File: src/rtl/debug_pbus_axil_master_if.sv
// Signal bundle between the debug bridge's system port, this responder, and the AXI4-Lite fabric.
// modport master: the responder's view (PBUS responder, AXI master). modport slave: bridge plus fabric.
interface debug_pbus_axil_master_if;
  logic        PVALID;
  logic        PREADY;
  logic [3:0]  PWSTB;
  logic [31:0] PADDR;
  logic [31:0] PWDATA;
  logic [31:0] PRDATA;
  logic        PERR;

  logic        M_AWVALID, M_AWREADY;
  logic [31:0] M_AWADDR;
  logic [2:0]  M_AWPROT;
  logic        M_WVALID, M_WREADY;
  logic [31:0] M_WDATA;
  logic [3:0]  M_WSTRB;
  logic        M_BVALID, M_BREADY;
  logic [1:0]  M_BRESP;
  logic        M_ARVALID, M_ARREADY;
  logic [31:0] M_ARADDR;
  logic [2:0]  M_ARPROT;
  logic        M_RVALID, M_RREADY;
  logic [31:0] M_RDATA;
  logic [1:0]  M_RRESP;

  modport master (
    input  PVALID, PWSTB, PADDR, PWDATA,
    output PREADY, PRDATA, PERR,
    output M_AWVALID, M_AWADDR, M_AWPROT, M_WVALID, M_WDATA, M_WSTRB, M_BREADY,
    output M_ARVALID, M_ARADDR, M_ARPROT, M_RREADY,
    input  M_AWREADY, M_WREADY, M_BVALID, M_BRESP, M_ARREADY, M_RVALID, M_RDATA, M_RRESP
  );

  modport slave (
    output PVALID, PWSTB, PADDR, PWDATA,
    input  PREADY, PRDATA, PERR,
    input  M_AWVALID, M_AWADDR, M_AWPROT, M_WVALID, M_WDATA, M_WSTRB, M_BREADY,
    input  M_ARVALID, M_ARADDR, M_ARPROT, M_RREADY,
    output M_AWREADY, M_WREADY, M_BVALID, M_BRESP, M_ARREADY, M_RVALID, M_RDATA, M_RRESP
  );
endinterface

File: src/rtl/debug_pbus_axil_master.sv
// Debug PBUS responder: one debug access at a time turned into one AXI4-Lite transaction.
// Optional DEBUG_PBUS_TIMEOUT_EN adds a handshake watchdog that forces an error completion.
module debug_pbus_axil_master #(
  parameter int unsigned TIMEOUT_CYCLES = 1024,
  parameter logic [31:0] ERR_RDATA      = 32'hDEAD_BEEF,
  parameter logic [2:0]  AXI_PROT       = 3'b010
) (
  input logic                       CLK,
  input logic                       RST_N,
  debug_pbus_axil_master_if.master  bus
);

  typedef enum logic [2:0] {IDLE, WREQ, WRESP, RREQ, RDATA, DONE} state_t;

  if (TIMEOUT_CYCLES < 2) begin : g_bad_timeout
    $error("TIMEOUT_CYCLES must be at least 2");
  end

  state_t      state;
  logic        awvalid, wvalid, bready, arvalid, rready, pready, perr;
  logic [31:0] addr_q, data_q, prdata;
  logic [3:0]  strb_q;

  assign bus.M_AWVALID = awvalid;
  assign bus.M_AWADDR  = addr_q;
  assign bus.M_AWPROT  = AXI_PROT;
  assign bus.M_WVALID  = wvalid;
  assign bus.M_WDATA   = data_q;
  assign bus.M_WSTRB   = strb_q;
  assign bus.M_BREADY  = bready;
  assign bus.M_ARVALID = arvalid;
  assign bus.M_ARADDR  = addr_q;
  assign bus.M_ARPROT  = AXI_PROT;
  assign bus.M_RREADY  = rready;
  assign bus.PREADY    = pready;
  assign bus.PRDATA    = prdata;
  assign bus.PERR      = perr;

`ifdef DEBUG_PBUS_TIMEOUT_EN
  localparam int CW = $clog2(TIMEOUT_CYCLES) + 1;
  logic [CW-1:0] tmo_cnt;
  logic          tmo_hit, resp_done;

  assign tmo_hit   = (state inside {WREQ, WRESP, RREQ, RDATA}) &&
                     (tmo_cnt == CW'(TIMEOUT_CYCLES - 1));
  assign resp_done = (state == WRESP && bus.M_BVALID) || (state == RDATA && bus.M_RVALID);

  // Zero in IDLE/DONE, so every WREQ/RREQ entry starts counting from 0.
  always_ff @(posedge CLK) begin
    if (!RST_N || state == IDLE || state == DONE) tmo_cnt <= '0;
    else                                          tmo_cnt <= tmo_cnt + 1'b1;
  end
`endif

  always_ff @(posedge CLK) begin
    if (!RST_N) begin
      state   <= IDLE;
      awvalid <= 1'b0;
      wvalid  <= 1'b0;
      bready  <= 1'b0;
      arvalid <= 1'b0;
      rready  <= 1'b0;
      pready  <= 1'b0;
      perr    <= 1'b0;
      prdata  <= '0;
      addr_q  <= '0;
      data_q  <= '0;
      strb_q  <= '0;
    end else begin
      case (state)
        IDLE: if (bus.PVALID) begin
          addr_q <= bus.PADDR;
          data_q <= bus.PWDATA;
          strb_q <= bus.PWSTB;
          if (|bus.PWSTB) begin
            awvalid <= 1'b1;
            wvalid  <= 1'b1;
            state   <= WREQ;
          end else begin
            arvalid <= 1'b1;
            state   <= RREQ;
          end
        end
        WREQ: begin
          // AW and W retire independently; a dropped VALID marks that channel done.
          if (bus.M_AWREADY) awvalid <= 1'b0;
          if (bus.M_WREADY)  wvalid  <= 1'b0;
          if (!(awvalid && !bus.M_AWREADY) && !(wvalid && !bus.M_WREADY)) begin
            bready <= 1'b1;
            state  <= WRESP;
          end
        end
        WRESP: if (bus.M_BVALID) begin
          bready <= 1'b0;
          perr   <= |bus.M_BRESP;
          pready <= 1'b1;
          state  <= DONE;
        end
        RREQ: if (bus.M_ARREADY) begin
          arvalid <= 1'b0;
          rready  <= 1'b1;
          state   <= RDATA;
        end
        RDATA: if (bus.M_RVALID) begin
          rready <= 1'b0;
          prdata <= (bus.M_RRESP == 2'b00) ? bus.M_RDATA : ERR_RDATA;
          perr   <= |bus.M_RRESP;
          pready <= 1'b1;
          state  <= DONE;
        end
        DONE: begin
          pready <= 1'b0;
          perr   <= 1'b0;
          state  <= IDLE;
        end
        default: state <= IDLE;
      endcase
`ifdef DEBUG_PBUS_TIMEOUT_EN
      // Watchdog overrides the case above unless the final response lands this cycle.
      if (tmo_hit && !resp_done) begin
        awvalid <= 1'b0;
        wvalid  <= 1'b0;
        bready  <= 1'b0;
        arvalid <= 1'b0;
        rready  <= 1'b0;
        perr    <= 1'b1;
        pready  <= 1'b1;
        if (state inside {RREQ, RDATA}) prdata <= ERR_RDATA;
        state   <= DONE;
      end
`endif
    end
  end

endmodule
File: src/flat_wrapper.sv
// flat-port wrapper written by rule: the top's interface ports become plain ports
module debug_pbus_axil_master_flat 
#(
  parameter int unsigned TIMEOUT_CYCLES = 1024,
  parameter logic [31:0] ERR_RDATA      = 32'hDEAD_BEEF,
  parameter logic [2:0]  AXI_PROT       = 3'b010
)
  (CLK, RST_N, bus_PVALID, bus_PWSTB, bus_PADDR, bus_PWDATA, bus_PREADY, bus_PRDATA, bus_PERR, bus_M_AWVALID, bus_M_AWADDR, bus_M_AWPROT, bus_M_WVALID, bus_M_WDATA, bus_M_WSTRB, bus_M_BREADY, bus_M_ARVALID, bus_M_ARADDR, bus_M_ARPROT, bus_M_RREADY, bus_M_AWREADY, bus_M_WREADY, bus_M_BVALID, bus_M_BRESP, bus_M_ARREADY, bus_M_RVALID, bus_M_RDATA, bus_M_RRESP);
  debug_pbus_axil_master_if bus_i ();
  input logic CLK;
  input logic RST_N;
  input wire logic [$bits(bus_i.PVALID)-1:0] bus_PVALID;
  input wire logic [$bits(bus_i.PWSTB)-1:0] bus_PWSTB;
  input wire logic [$bits(bus_i.PADDR)-1:0] bus_PADDR;
  input wire logic [$bits(bus_i.PWDATA)-1:0] bus_PWDATA;
  output wire logic [$bits(bus_i.PREADY)-1:0] bus_PREADY;
  output wire logic [$bits(bus_i.PRDATA)-1:0] bus_PRDATA;
  output wire logic [$bits(bus_i.PERR)-1:0] bus_PERR;
  output wire logic [$bits(bus_i.M_AWVALID)-1:0] bus_M_AWVALID;
  output wire logic [$bits(bus_i.M_AWADDR)-1:0] bus_M_AWADDR;
  output wire logic [$bits(bus_i.M_AWPROT)-1:0] bus_M_AWPROT;
  output wire logic [$bits(bus_i.M_WVALID)-1:0] bus_M_WVALID;
  output wire logic [$bits(bus_i.M_WDATA)-1:0] bus_M_WDATA;
  output wire logic [$bits(bus_i.M_WSTRB)-1:0] bus_M_WSTRB;
  output wire logic [$bits(bus_i.M_BREADY)-1:0] bus_M_BREADY;
  output wire logic [$bits(bus_i.M_ARVALID)-1:0] bus_M_ARVALID;
  output wire logic [$bits(bus_i.M_ARADDR)-1:0] bus_M_ARADDR;
  output wire logic [$bits(bus_i.M_ARPROT)-1:0] bus_M_ARPROT;
  output wire logic [$bits(bus_i.M_RREADY)-1:0] bus_M_RREADY;
  input wire logic [$bits(bus_i.M_AWREADY)-1:0] bus_M_AWREADY;
  input wire logic [$bits(bus_i.M_WREADY)-1:0] bus_M_WREADY;
  input wire logic [$bits(bus_i.M_BVALID)-1:0] bus_M_BVALID;
  input wire logic [$bits(bus_i.M_BRESP)-1:0] bus_M_BRESP;
  input wire logic [$bits(bus_i.M_ARREADY)-1:0] bus_M_ARREADY;
  input wire logic [$bits(bus_i.M_RVALID)-1:0] bus_M_RVALID;
  input wire logic [$bits(bus_i.M_RDATA)-1:0] bus_M_RDATA;
  input wire logic [$bits(bus_i.M_RRESP)-1:0] bus_M_RRESP;
  assign bus_i.PVALID = bus_PVALID;
  assign bus_i.PWSTB = bus_PWSTB;
  assign bus_i.PADDR = bus_PADDR;
  assign bus_i.PWDATA = bus_PWDATA;
  assign bus_PREADY = bus_i.PREADY;
  assign bus_PRDATA = bus_i.PRDATA;
  assign bus_PERR = bus_i.PERR;
  assign bus_M_AWVALID = bus_i.M_AWVALID;
  assign bus_M_AWADDR = bus_i.M_AWADDR;
  assign bus_M_AWPROT = bus_i.M_AWPROT;
  assign bus_M_WVALID = bus_i.M_WVALID;
  assign bus_M_WDATA = bus_i.M_WDATA;
  assign bus_M_WSTRB = bus_i.M_WSTRB;
  assign bus_M_BREADY = bus_i.M_BREADY;
  assign bus_M_ARVALID = bus_i.M_ARVALID;
  assign bus_M_ARADDR = bus_i.M_ARADDR;
  assign bus_M_ARPROT = bus_i.M_ARPROT;
  assign bus_M_RREADY = bus_i.M_RREADY;
  assign bus_i.M_AWREADY = bus_M_AWREADY;
  assign bus_i.M_WREADY = bus_M_WREADY;
  assign bus_i.M_BVALID = bus_M_BVALID;
  assign bus_i.M_BRESP = bus_M_BRESP;
  assign bus_i.M_ARREADY = bus_M_ARREADY;
  assign bus_i.M_RVALID = bus_M_RVALID;
  assign bus_i.M_RDATA = bus_M_RDATA;
  assign bus_i.M_RRESP = bus_M_RRESP;
  debug_pbus_axil_master #(.TIMEOUT_CYCLES(TIMEOUT_CYCLES), .ERR_RDATA(ERR_RDATA), .AXI_PROT(AXI_PROT)) u_core (.CLK(CLK), .RST_N(RST_N), .bus(bus_i));
endmodule
File: config.mk
export PLATFORM = sky130hd
export DESIGN_NAME = debug_pbus_axil_master_flat
export DESIGN_NICKNAME = d
export VERILOG_FILES = /design/src/rtl/debug_pbus_axil_master_if.sv /design/src/rtl/debug_pbus_axil_master.sv /design/src/flat_wrapper.sv
export SDC_FILE = /design/constraint.sdc
export NUM_CORES = 1
export LEC_CHECK = 0
export CAP_MARGIN = 20
export CORE_MARGIN = 2
export CORE_UTILIZATION = 40
export CTS_BUF_LIST = sky130_fd_sc_hd__clkbuf_16
export DETAILED_ROUTE_END_ITERATION = 10
export PLACE_DENSITY = 0.94
export SLEW_MARGIN = 30
export SYNTH_ARGS = -nofsm -noshare
export SYNTH_HDL_FRONTEND = slang
export SYNTH_SLANG_ARGS = --single-unit
File: constraint.sdc
create_clock -name CLK -period 3.5 [get_ports CLK]
set_clock_uncertainty 0.1 [all_clocks]
set_input_delay 0.525 -clock CLK [delete_from_list [all_inputs] [get_ports CLK]]
set_output_delay 0.525 -clock CLK [all_outputs]
set_load 0.01 [all_outputs]
; Yosys cells after proc, flatten, opt, wreduce, memory -nomap -nowiden
; Cells that the tools add are included.
[totals]
reg_bits = 110
latchBits = 0
ram_bits = 0
romBits = 0
word_cells = 82
memories = 0
[op_classes]
n_addsub = 0
multipliers = 0
n_div = 0
order_cmp = 0
eq_ne = 14
n_shift = 0
n_mux = 30
n_bitwise = 0
n_reduce_logical = 26
[op_table]
columns = operator, count
row1 = two-way mux 32 bit, 1
row2 = two-way mux 1 bit, 15
row3 = two-way mux 3 bit, 5
row4 = case mux 3 bit (5 select lines), 1
row5 = "inequality test 2 bit, second input constant", 7
row6 = AND reduction 4 bit, 3
row7 = case mux 1 bit (2 select lines), 5
row8 = AND reduction 3 bit, 3
row9 = nonzero test 2 bit, 4
row10 = "equality test 3 x 2 -> 1 bit, second input constant", 2
row11 = "equality test 3 bit, second input constant", 2
row12 = case mux 1 bit (3 select lines), 2
row13 = AND reduction 5 bit, 1
row14 = logical NOT 1 bit, 4
row15 = "inequality test 2 x 1 -> 1 bit, second input constant", 2
row16 = AND reduction 2 bit, 2
row17 = OR reduction 2 bit, 2
row18 = OR reduction 4 bit, 1
row19 = "equality test 3 x 1 -> 1 bit, second input constant", 1
row20 = logical AND 1 bit, 3
row21 = logical NOT 3 bit, 1
row22 = nonzero test 3 bit, 1
row23 = logical NOT 2 bit, 1
row24 = two-way mux 2 bit, 1

; Longest topological paths before layout
; Gate-level depths: netlist of run 1.
[depth]
depth_word = 6
ltp_mapped = 8
ltp_nobuf = 4

; Worst setup path after synthesis of run 1
; OpenSTA, ideal clock, no wires.
[synth_timing]
path_kind = input to register
start = input port bus_M_RRESP[1]
end = register u_core.prdata[10] (netlist: u_core.bus.PRDATA[10])
setup_ns = 0.132
arrival_ns = 1.313
t_required_ns = 3.268
slack_ns = 1.955
cell_stages = 5
path_buffers = 2
cell_sequence = or2_2 > clkbuf_1 > clkbuf_1 > nor3_1 > nor3_1
[synth_between]
elab_chain_cells = 2
[synth_lines]
columns = item, line
row1 = from (decl), flat_wrapper.sv:37  ; input wire logic [$bits(bus_i.M_RRESP)-1:0] bus_M_RRESP;
row2 = logical NOT 2 bit, debug_pbus_axil_master.sv:106  ; prdata <= (bus.M_RRESP == 2'b00) ? bus.M_RDATA : ERR_RDATA;
row3 = two-way mux 32 bit, debug_pbus_axil_master.sv:106
row4 = to (signal assigned), debug_pbus_axil_master.sv:106
row5 = to (decl), debug_pbus_axil_master.sv:21  ; logic [31:0] addr_q, data_q, prdata;
; Every way passes these cells.
; A chain may end at the register's enable or synchronous reset.

; Worst setup path in the final report of run 1
[layout_timing]
start = input port bus_PVALID
end = register u_core.addr_q[23] (netlist: u_core.bus.M_ARADDR[23])
[layout_between]
elab_chain_cells = 1
[layout_lines]
columns = item, line
row1 = from (decl), flat_wrapper.sv:12  ; input wire logic [$bits(bus_i.PVALID)-1:0] bus_PVALID;
row2 = AND reduction 2 bit (no source line), n/a
row3 = to (signal assigned), debug_pbus_axil_master.sv:72  ; addr_q <= bus.PADDR;
row4 = to (decl), debug_pbus_axil_master.sv:21
; Every way passes these cells.

==> impl_metrics.env, run 1 <==
export IMPL_h_tree_depth=3
export IMPL_grtUsageTotal_pct=20.75
export IMPL_globalRouteOverflowTotal=0
export IMPL_grt_max_degree=46
export IMPL_hold_path_class="reg -> reg"
export IMPL_cts_sinks=110
export IMPL_period_share_pct=58.79
export IMPL_cp_end_kind="register"
export IMPL_maxCapViolCount=0
export IMPL_die_x_um=107.9
export IMPL_cp_start_kind="input pin"
export IMPL_rsz0062_at_grt="false"
export IMPL_ir_worst_vdd_mv=0.3289
export IMPL_final_cell_mix="clkdlybuf4s50_1 (250), nand2_1 (153), dfxtp_1 (110), a21oi_1 (83), nor3_1 (49)"
export IMPL_diodes=0
export IMPL_min_period_ns=2.058
export IMPL_coreArea_mm2=0.01042
export IMPL_fin_ws_ns=1.442
export IMPL_drive_gt1_share_pct=3.887
export IMPL_layout_commonest_cell="clkdlybuf4s50_1"
export IMPL_wirelength_um=12690
export IMPL_areaGrowthSynthToFinish_pct=59.77
export IMPL_async_flop_share_pct=0
export IMPL_synth_edff_count=0
export IMPL_hpwl_um=9416
export IMPL_fillCellCount=866
export IMPL_clk_path_buf_depth=2
export IMPL_syn_inst=546
export IMPL_die_y_um=107.9
export IMPL_r2r_slack_ns=1.49
export IMPL_clk_latency_ns=0.33
export IMPL_fin_nets=853
export IMPL_status="finished, final reports clean"
export IMPL_clkTransAtPathRegs_ns=0.07
export IMPL_first_iter_violations=190
export IMPL_dp_cells=866
export IMPL_globalplace_congestion=0.7792
export IMPL_hold_viol=0
export IMPL_clockRootBuffer="clkbuf_16"
export IMPL_row_count=37
export IMPL_finalSetupViolations=0
export IMPL_p_leak_nw=2.434
export IMPL_ant_nets=0
export IMPL_synth_ff_type="dfxtp_1"
export IMPL_cts_tree="yes"
export IMPL_portBuffers=250
export IMPL_start_util_pct=41.42
export IMPL_routed_via_density=4.740
export IMPL_dieArea_mm2=0.01163
export IMPL_first_pass_iters=4
export IMPL_total_power_mw=4.015
export IMPL_slew_violations=0
export IMPL_tightest_slew_ns=0.6667
export IMPL_fmax_mhz=486.0
export IMPL_dpl_instance_area_mm2=0.006620
export IMPL_fin_cells=882
export IMPL_first_global_vias=3964
export IMPL_setup_worst_path_class="in -> reg"
export IMPL_cts_made_buffers=9
export IMPL_utilization_pct=66.17
export IMPL_num_vias=4181
export IMPL_power_density_mw_per_mm2=582.5
export IMPL_finalInstanceArea_mm2=0.006893
export IMPL_arrival_ns=2.17
export IMPL_cts_resized=0
export IMPL_ctsHoldBuffers=0
export IMPL_synth_area_mm2=0.004314
export IMPL_ios=257
export IMPL_cts_setup_buffers=0
export IMPL_grt_pass1_wl_um=19260
export IMPL_avgSynthCellArea_um2=7.901
export IMPL_slew_headroom_pct=55.50
export IMPL_synth_yosys_seq_area_share_pct=51.04
export IMPL_ys_warn_count=0
export IMPL_place_ws_ns=1.096
export IMPL_path_max_fanout=37
export IMPL_tns_ns=0
export IMPL_ys_ff_latch=110
export IMPL_ys_types=36
export IMPL_timing_hold_ws_ns=0.3542
export IMPL_antenna_found_initial=0
export IMPL_wl_per_cell_um=14.38
export IMPL_drc_errors=0
export IMPL_critical_path_required_ns=3.61
-- logic make-up (layout without fill, tap and decap cells) --
| logic type | Yosys count | after routing | share of synthesized area, % |
|---|---|---|---|
| other | 2 | 6 | 0.1741 |
| AOI/OAI and AO/OA | 95 | 95 | 11.69 |
| buffers and inverters | 80 | 276 | 11.28 |
| and+or+nand+nor | 257 | 257 | 25.32 |
| DFF | 110 | 110 | 51.04 |
| muxes | 2 | 2 | 0.4930 |
-- flip-flops by register name (all words and copies together), names as in the netlist --
register,count
u_core.bus.M_ARADDR,32
u_core.bus.M_WDATA,32
u_core.bus.PRDATA,32
u_core.bus.M_WSTRB,4
u_core.state,3
u_core.bus.M_ARVALID,1
u_core.bus.M_AWVALID,1
u_core.bus.M_BREADY,1
u_core.bus.M_RREADY,1
u_core.bus.M_WVALID,1
u_core.bus.PERR,1
u_core.bus.PREADY,1
-- area by class of cell --
cell class	instances	area, um^2	share of cell area, %
Multi-Input combinational cell	360	1647	23.89
Inverter	4	16.27	0.2360
Clock buffer	9	225.2	3.267
Sequential cell	110	2202	31.95
Timing Repair Buffer	256	2585	37.50
Tap cell	136	170.2	2.469
Clock inverter	7	47.55	0.6898
-- synth_stat cells (2+ instances only) --
library cell | number | area, um^2
clkbuf_1 | 21 | 78.83
dfxtp_1 | 110 | 2202
nor2_1 | 29 | 108.9
nand3_1 | 11 | 55.05
conb_1 | 2 | 7.510
and3_1 | 2 | 12.51
buf_4 | 42 | 315.3
o21ai_0 | 2 | 10.01
nor2b_1 | 3 | 18.77
nor3_1 | 49 | 245.2
nand2_1 | 153 | 574.3
a21oi_1 | 83 | 415.4
o211ai_1 | 3 | 22.52
inv_1 | 3 | 11.26
buf_6 | 2 | 22.52
buf_2 | 11 | 55.05
-- routing by layer --
layer / GRT usage [%] / part of all wire, % / routed length, um / vias to the layer above
li1: - / - / - / 2129
met2: 37.24 / 52 / 6534 / 161
met5: 0 / 0 / 0 / -
met1: 23.16 / 38 / 4875 / 1871
met4: 6.410 / 1.7 / 211 / 0
met3: 6.780 / 8.4 / 1066 / 20
-- path summary, 6_finish.rpt --
| kind | start | to | cells past startpoint |
|---|---|---|---|
| max | bus_PVALID | u_core.bus.M_ARADDR[23]$_SDFFE_PN0P_ | 5 |
| min | u_core.bus.M_WDATA[8]$_SDFFE_PN0P_ | u_core.bus.M_WDATA[8]$_SDFFE_PN0P_ | 2 |
| max reg2reg | u_core.state[0]$_SDFFE_PN0P_ | u_core.bus.M_ARADDR[23]$_SDFFE_PN0P_ | 5 |
| min reg2reg | u_core.bus.M_WDATA[8]$_SDFFE_PN0P_ | u_core.bus.M_WDATA[8]$_SDFFE_PN0P_ | 2 |
-- worst max-delay path: stages --
cell and delay [ns]:
clkdlybuf4s50_1 0.52, nand3_2 0.54, buf_12 0.41, nand2_1 0.08
a21oi_1 0.07
-- where the power goes --
group | internal, mW | switching [mW]
logic | 0.757 | 0.712
registers | 1.45 | 0.146
clock network | 0.486 | 0.458
total | 2.70 | 1.32
(Power assumes the default switching activity.)
==> run 2, diff against run 1 <==
- CORE_UTILIZATION: 40 -> 38
- PLACE_DENSITY: 0.94 -> 0.9
- clock period: 3.5 -> 2 ns (I/O delays scaled with it)
==> run 2 against run 1 <==
Global-route usage decreased by 0.97 points. Setup slack lost 1.1 ns. Clock-buffer cell count unchanged. Total power up 80%. Critical endpoint is now bus_M_AWADDR[25]. Non-clock buffer count rose by 6. Cell area grew 1.3%. First-iteration DRC count increased by 21%. Highest routed layer unchanged. Combinational power increased by 81%. Sequential power rose by 73%. Critical path depth fell by 4.
==> impl_metrics.env, run 2 (synthesized netlist as in run 1, its figures left out) <==
export IMPL_status="finished, final reports clean"
export IMPL_maxCapViolCount=0
export IMPL_drive_gt1_share_pct=4.278
export IMPL_cp_start_kind="register"
export IMPL_start_util_pct=39.45
export IMPL_finalInstanceArea_mm2=0.006984
export IMPL_grtUsageTotal_pct=19.78
export IMPL_die_y_um=110.6
export IMPL_cts_resized=0
export IMPL_total_power_mw=7.219
export IMPL_min_period_ns=1.674
export IMPL_layout_commonest_cell="clkdlybuf4s50_1"
export IMPL_die_x_um=110.6
export IMPL_areaGrowthSynthToFinish_pct=61.89
export IMPL_rsz0062_at_grt="false"
export IMPL_ios=257
export IMPL_first_global_vias=4123
export IMPL_routed_via_density=4.751
export IMPL_utilization_pct=63.87
export IMPL_grt_pass1_wl_um=20120
export IMPL_dpl_instance_area_mm2=0.006695
export IMPL_clkTransAtPathRegs_ns=0.06
export IMPL_tns_ns=0
export IMPL_ctsHoldBuffers=0
export IMPL_globalRouteOverflowTotal=0
export IMPL_fin_nets=859
export IMPL_diodes=0
export IMPL_clk_path_buf_depth=2
export IMPL_cts_tree="yes"
export IMPL_setup_worst_path_class="reg -> out"
export IMPL_cp_cell_sequence="clkdlybuf4s50_1"
export IMPL_p_leak_nw=2.476
export IMPL_power_density_mw_per_mm2=1034
export IMPL_h_tree_depth=3
export IMPL_clkPwrFrac_pct=24.8
export IMPL_cts_setup_buffers=0
export IMPL_p_int_mw=5.007
export IMPL_fin_ws_ns=0.3258
export IMPL_grt_max_degree=75
export IMPL_first_pass_iters=4
export IMPL_clk_latency_ns=0.33
export IMPL_reg2reg_depth=4
export IMPL_worst_path_stages=1
export IMPL_num_vias=4219
export IMPL_critical_path_required_ns=1.60
export IMPL_ir_worst_vdd_mv=0.6440
export IMPL_dieArea_mm2=0.01222
export IMPL_hold_viol=0
export IMPL_coreArea_mm2=0.01094
export IMPL_antenna_found_initial=0
export IMPL_period_share_pct=83.71
export IMPL_path_buf_inv=1
export IMPL_cpMaxStageDelayCell="clkdlybuf4s50_1"
export IMPL_path_max_fanout=3
export IMPL_drc_errors=0
export IMPL_hold_depth=2
export IMPL_arrival_ns=1.27
export IMPL_clockRootBuffer="clkbuf_16"
export IMPL_slowest_delay_ns=0.56
export IMPL_first_iter_violations=230
export IMPL_wirelength_um=12340
export IMPL_cts_sinks=110
export IMPL_p_seq_share_pct=38.4
export IMPL_wl_per_cell_um=13.89
export IMPL_cts_made_buffers=9
export IMPL_globalplace_congestion=0.7857
export IMPL_crit_family="buffers and inverters"
export IMPL_slew_violations=0
export IMPL_fmax_mhz=597.3
export IMPL_finalSetupViolations=0
export IMPL_cp_end_kind="output pin"
export IMPL_ant_nets=0
export IMPL_hpwl_um=8992
export IMPL_row_count=38
export IMPL_combPwrFrac_pct=36.8
export IMPL_place_ws_ns=0.1738
export IMPL_final_cell_mix="clkdlybuf4s50_1 (250), nand2_1 (153), dfxtp_1 (110), a21oi_1 (83), nor3_1 (49)"
export IMPL_hold_path_class="reg -> reg"
export IMPL_portBuffers=250
export IMPL_swShare_pct=30.64
export IMPL_power_switching_mw=2.212
## run 2: changes by cell type in the layout (fill, tap and decap cells not counted), sizes merged
cell	delta
buf	+6
bufinv	+2
clkinv	-3
inv	-3
## run 2: path summary, 6_finish.rpt
path	from	to	slack, ns
worst max register to register	u_core.state[2]$_SDFFE_PN0P_	u_core.state[0]$_SDFFE_PN0P_	0.36
worst max-delay path	u_core.bus.M_ARADDR[25]$_SDFFE_PN0P_	bus_M_AWADDR[25]	0.33
worst min-delay path	u_core.bus.M_WDATA[2]$_SDFFE_PN0P_	u_core.bus.M_WDATA[2]$_SDFFE_PN0P_	0.35
worst min register to register	u_core.bus.M_WDATA[2]$_SDFFE_PN0P_	u_core.bus.M_WDATA[2]$_SDFFE_PN0P_	0.35
## run 2: through the flow
stage	std cells	hold WS, ns
finish	888	0.3514
detailed placement	876	0.3459
CTS	888	0.3526
global route	888	0.3712
floorplan	550	0.3138
global placement	876	0.3381
## run 2: layer usage
layer | global-route usage, % | up-vias | routed length, um
met4 | 6.083 | 0 | 220
met5 | 0 | - | 0
met2 | 35.62 | 151 | 6254
met1 | 22.39 | 1912 | 5027
met3 | 5.982 | 17 | 834
li1 | - | 2139 | -
## run 2: area by class of cell
class / count / area, um^2
Clock buffer: 9 / 225.2
Clock inverter: 3 / 63.81
Fill cell: 921 / 3951
Inverter: 4 / 16.27
Multi-Input combinational cell: 360 / 1647
Sequential cell: 110 / 2202
Tap cell: 140 / 175.2
Timing Repair Buffer: 262 / 2655
## run 2: power by group through the flow
stage	registers [mW]	clock network, mW	logic, mW
6_report	2.77	1.79	2.66
5_1_grt	2.83	1.93	2.89
4_1_cts	2.78	1.85	2.70
3_5_place_dp	2.83	0	2.69
3_3_place_gp	2.81	0	2.66
2_1_floorplan	2.94	0	1.30
